### src/rtl/gemm_cmd_loader.sv
// gemm_cmd_loader
//   System-bus initiator that replays a list of (target address, data)
//   descriptor pairs held in data memory as writes into the GEMM
//   configuration window. Every fetch and every write is a single bus
//   transaction, accepted in a cycle where system_bus_en && bus_gnt.
//
// Ports
//   clk, rst             system clock, asynchronous active-high reset
//   start                one-cycle pulse, honoured only when idle
//   list_base            byte address of the first descriptor (bits [1:0] ignored)
//   list_count           number of descriptor pairs (0 completes immediately)
//   busy, done, error    run status; error is sticky until the next accepted start
//   err_addr             offending target address while error is high
//   bus_gnt              arbiter grant
//   system_bus_*         request, direction, address, write data, byte mask
//   system_bus_rd_data   read data, valid the cycle after an accepted read
//
// state | meaning
// IDLE  | waiting for start
// RD_A  | requesting read of the descriptor target address
// WT_A  | capturing target address, checking it lies in the GEMM window
// RD_D  | requesting read of the descriptor data word
// WT_D  | capturing data word
// WR    | requesting write of data word to the target address
// FIN   | done pulse
// ERR   | error raised, no write issued for the bad descriptor

module gemm_cmd_loader #(
    parameter int          MAX_CNT_W   = 16,
    parameter logic [3:0]  GEMM_REGION = 4'b1001
) (
    input  logic                 clk,
    input  logic                 rst,
    input  logic                 start,
    input  logic [31:0]          list_base,
    input  logic [MAX_CNT_W-1:0] list_count,
    output logic                 busy,
    output logic                 done,
    output logic                 error,
    output logic [31:0]          err_addr,
    input  logic                 bus_gnt,
    output logic                 system_bus_en,
    output logic                 system_bus_rdwr,
    output logic [31:0]          system_bus_addr,
    output logic [31:0]          system_bus_wr_data,
    output logic [3:0]           system_bus_mask,
    input  logic [31:0]          system_bus_rd_data
);

    typedef enum logic [2:0] {
        IDLE, RD_A, WT_A, RD_D, WT_D, WR, FIN, ERR
    } state_t;

    state_t               state;
    logic [31:0]          ptr;
    logic [31:0]          tgt;
    logic [MAX_CNT_W-1:0] remaining;

    // All bus outputs are registered and loaded on the transition into a
    // request state, so they are naturally held while the grant is low.
    always_ff @(posedge clk or posedge rst) begin
        if (rst) begin
            state              <= IDLE;
            ptr                <= '0;
            tgt                <= '0;
            remaining          <= '0;
            busy               <= 1'b0;
            done               <= 1'b0;
            error              <= 1'b0;
            err_addr           <= '0;
            system_bus_en      <= 1'b0;
            system_bus_rdwr    <= 1'b0;
            system_bus_addr    <= '0;
            system_bus_wr_data <= '0;
            system_bus_mask    <= '0;
        end else begin
            done <= 1'b0;
            case (state)
                IDLE: begin
                    if (start) begin
                        error    <= 1'b0;
                        err_addr <= '0;
                        if (list_count != '0) begin
                            ptr             <= list_base & 32'hFFFF_FFFC;
                            remaining       <= list_count;
                            busy            <= 1'b1;
                            system_bus_en   <= 1'b1;
                            system_bus_rdwr <= 1'b0;
                            system_bus_addr <= list_base & 32'hFFFF_FFFC;
                            system_bus_mask <= 4'hF;
                            state           <= RD_A;
                        end else begin
                            done  <= 1'b1;
                            state <= FIN;
                        end
                    end
                end

                RD_A: begin
                    if (bus_gnt) begin
                        ptr             <= ptr + 32'd4;
                        system_bus_en   <= 1'b0;
                        system_bus_addr <= '0;
                        system_bus_mask <= '0;
                        state           <= WT_A;
                    end
                end

                WT_A: begin
                    tgt <= system_bus_rd_data;
                    if (system_bus_rd_data[31:28] != GEMM_REGION) begin
                        err_addr <= system_bus_rd_data;
                        error    <= 1'b1;
                        busy     <= 1'b0;
                        state    <= ERR;
                    end else begin
                        system_bus_en   <= 1'b1;
                        system_bus_rdwr <= 1'b0;
                        system_bus_addr <= ptr;
                        system_bus_mask <= 4'hF;
                        state           <= RD_D;
                    end
                end

                RD_D: begin
                    if (bus_gnt) begin
                        ptr             <= ptr + 32'd4;
                        system_bus_en   <= 1'b0;
                        system_bus_addr <= '0;
                        system_bus_mask <= '0;
                        state           <= WT_D;
                    end
                end

                WT_D: begin
                    system_bus_wr_data <= system_bus_rd_data;
                    system_bus_en      <= 1'b1;
                    system_bus_rdwr    <= 1'b1;
                    system_bus_addr    <= tgt & 32'hFFFF_FFFC;
                    system_bus_mask    <= 4'hF;
                    state              <= WR;
                end

                WR: begin
                    if (bus_gnt) begin
                        remaining          <= remaining - 1'b1;
                        system_bus_rdwr    <= 1'b0;
                        system_bus_wr_data <= '0;
                        if (remaining == {{(MAX_CNT_W-1){1'b0}}, 1'b1}) begin
                            system_bus_en   <= 1'b0;
                            system_bus_addr <= '0;
                            system_bus_mask <= '0;
                            busy            <= 1'b0;
                            done            <= 1'b1;
                            state           <= FIN;
                        end else begin
                            // Next descriptor fetch is issued back-to-back.
                            system_bus_en   <= 1'b1;
                            system_bus_addr <= ptr;
                            system_bus_mask <= 4'hF;
                            state           <= RD_A;
                        end
                    end
                end

                FIN:     state <= IDLE;
                ERR:     state <= IDLE;
                default: state <= IDLE;
            endcase
        end
    end

endmodule
### config.mk
export PLATFORM = sky130hd
export DESIGN_NAME = gemm_cmd_loader
export DESIGN_NICKNAME = d
export VERILOG_FILES = /design/src/rtl/gemm_cmd_loader.sv
export SDC_FILE = /design/constraint.sdc
export NUM_CORES = 1
export LEC_CHECK = 0
export ABC_AREA = 0
export CAP_MARGIN = 20
export CORE_ASPECT_RATIO = 0.8
export CORE_UTILIZATION = 55
export DETAILED_ROUTE_END_ITERATION = 6
export PLACE_DENSITY = 0.9
export SETUP_SLACK_MARGIN = 0.05
export SYNTH_ARGS = -nofsm -noshare
export SYNTH_HDL_FRONTEND = slang
export SYNTH_SLANG_ARGS = --single-unit
### constraint.sdc
create_clock -name clk -period 19.15 [get_ports clk]
set_input_delay 3.83 -clock clk [delete_from_list [all_inputs] [get_ports clk]]
set_output_delay 3.83 -clock clk [all_outputs]
set_load 0.02 [all_outputs]
==> results.cfg <==
[run_status]
run_status = complete, but fails checks
failing_checks = DRC

[setup_path]
crit_path_cell_trace = clkdlybuf4s50_1 > nand2b_1 > inv_1 > a221oi_4 > buf_4 > o311ai_0 > o21ai_0
timing.critical_path.required_ns = 19.50
worst_r2r_endpoint = system_bus_mask[2]
regToRegStartpoint = remaining[2]
critical_path_peak_fanout = 63
critical_path.max_stage_delay_ns = 0.80
rrSetupSlack_ns = 16.02
worst_reg2reg_path_length_in_cells = 5
worst_ep_arrival_ns = 6.24
worstSetupPathType = in -> reg
cp-start-kind = primary input
slowest_stage = clkdlybuf4s50_1
worst_setup_path_end_kind = flip-flop

[cts]
cts.clk_slew.worst_paths_ns = 0.07
clockRootBuffer = clkbuf_16
worstSkewPairLatency_ns = 0.43
cts_post_setup_buffers_inserted = 0
tritoncts = done
postCtsResizedCells = 0
cts.path.max_buffers = 2
htreeDepth = 4
hold_buffers = 0
clock_sink_count = 179
clock_buffers_created_by_tritoncts = 17

[power]
power_density_mw_per_mm2 = 183
leakagePower_uw = 0.00463
worst_ir_drop_vdd_v = 0.000106
design_power_total_uw = 2030

[global_route]
vias_in_the_first_global_route = 7630
grt_first_pass_wirelength_um = 40400
total_gr_overflow = 0
initial_antenna_violation_count = 0
global_route.usage.total_pct = 32.4
grt-busiest-layer = met1
grt.met1_usage_pct = 47.4
gr-usage-met2_pct = 46.1
maximum_number_of_pins_on_one_net_before_global_route_repair = 105
use_met3_pct = 9.57

[sta]
final.setup.worst_slack_ns = 13.26
worst_clock_skew_ns = 0.00752
fmaxAchievable_mhz = 170
final-max-slew-violation-count = 0
slew-limit-headroom_pct = 31.2
worst_pin_slew_ns = 1.03
final_hold_viols = 0
setup-tns-final_ns = 0
final.period_utilization_pct = 30.8
grt_setup_unrepaired = no
period_needed_ns = 5.89
finalSetupViolCount = 0

[die]
die_ht_um = 114
pin_count = 189
die_w_um = 142
fp.dieArea_sq_mm = 0.0161
core_area_sq_mm = 0.0151
fp-row-count = 40
initial_core_util_pct = 56.8

[cells_and_area]
area_growth_pct = 28.8
antenna_cells = 0
fill_cells = 1057
multi_input_area_sq_mm = 0.00374
area_occupied_by_registers_sq_mm = 0.00448
final_nets = 1127
final_core_utilization_pct = 73.2
layout-drive-gt1-share_pct = 6.74
finish.instance_area_sq_mm = 0.0111

[logic_synthesis]
synth_top_cell_area_share_pct = 52.1
syn_inst = 901
syn_nets = 988
synth.cell_area_sq_mm = 0.00859
yosysMostFrequentCell = dfrtp_1
synth.yosys.warnings = 0
synth.cells.most_frequent = 179 x dfrtp_1, 142 x nand2_1, 71 x nor2_1, 63 x o21ai_0, 57 x a21oi_1
proportion_of_synthesized_chip_area_in_sequential_cells_pct = 52.1
synthArstFlopShare_pct = 100
synth_enable_flop_cells = 0
synth_top_area_cell = dfrtp_1
syn_area_per_cell_sq_um = 9.54
ys.flop_type = dfrtp_1
yosys-top-cells-area = dfrtp_1 52%, nand2_1 6.2%, a22o_1 4.7%
synth.ff_latch_count = 179
yosysUniqueCellTypes = 64

[place]
gp_routability_congestion = 0.906
port_buffers = 186
preCtsSetupSlack_ns = 12.74
post-dp-hpwl_um = 16400
placed_cell_area_sq_mm = 0.0105

[route]
drc_violations_left = 4
drt-total-wl_um = 25100
vias_post_dr = 7999
drt-wirelength-per-cell_um = 19.9
drt-pass1-iter-count = 7
vias_per_cell = 6.33
first_iter_violations = 1110
postRouteAntennaNets = 0

[worst_hold_path]
worst_hold_startpoint = err_addr[11]
holdCritPathClass = reg -> reg
holdPathStages = 2
timing.hold.worst_endpoint = err_addr[11]

[run]
drv.max_cap_violation_count = 0
[worst max path at each step]
stage,slack [ns],startpoint,endpoint
floorplan,10.46,rst,busy
global placement,12.82,start,ptr[2]
detailed placement,12.74,start,ptr[2]
CTS,13.19,start,ptr[2]
global route,13.06,list_count[11],remaining[6]
finish,13.26,bus_gnt,system_bus_mask[2]
[cell type report]
cell class	instances	area share, %
clock buffers	18	3.88
clock inverters	14	1.29
inverters	9	0.350
multi-input cells	634	33.8
flip-flops and latches	179	40.5
well taps	210	2.37
repair buffers	199	17.8
[placed cells by master, fill, tap and decap left out, types with 30 or more instances in the layout]
master	n
a222oi_1	30
nand2_1	142
o21ai_0	63
nor2_1	70
nand3_1	49
clkdlybuf4s50_1	186
dfrtp_1	179
a22o_1	46
a31oi_1	42
a21oi_1	56
[routing by layer]
layer | wire length [um] | part of all wire [%]
met5 | 0 | 0
met4 | 519 | 2.1
met3 | 3000 | 12
met2 | 10900 | 44
met1 | 10700 | 42
[worst max-delay path: cells and delay by family]
| family | cells | cell delay (ns) |
|---|---|---|
| buffers and inverters | 3 | 1.45 |
| AND/OR/NAND/NOR | 1 | 0.27 |
| AO/OA/AOI/OAI | 3 | 0.68 |
[report_power, final]
group	internal (uW)	switching, uW	leakage, uW	total [uW]
clock network	184	160	0.000288	344
registers	553	171	0.00221	724
logic	411	548	0.00213	958
total	1150	878	0.00463	2030
[per-stage QoR]
| step | hold WS (ns) | std cells |
|---|---|---|
| detailed placement | 0.462 | 1229 |
| global route | 0.500 | 1263 |
| CTS | 0.485 | 1261 |
| finish | 0.481 | 1263 |
| floorplan | 0.447 | 901 |
| global placement | 0.459 | 1228 |
[flip-flops by register name (all words and copies together), names as in the netlist]
| name | cells |
|---|---|
| system_bus_wr_data | 32 |
| err_addr | 32 |
| error | 1 |
| state | 3 |
| remaining | 16 |
| system_bus_addr | 31 |
| ptr | 30 |
| system_bus_rdwr | 1 |
| done | 1 |
| busy | 1 |
| system_bus_mask | 1 |
| tgt | 30 |
[cells by family after synthesis]
group,Yosys count,synth area share (%)
flip-flops,179,52.1
AO/OA/AOI/OAI,302,24.7
multiplexers,2,0.233
adder cells (fa/ha/maj),3,0.437
buffers and inverters,88,4.59
AND/OR/NAND/NOR,327,17.9
No activity file was read; power rests on OpenSTA's default activity.
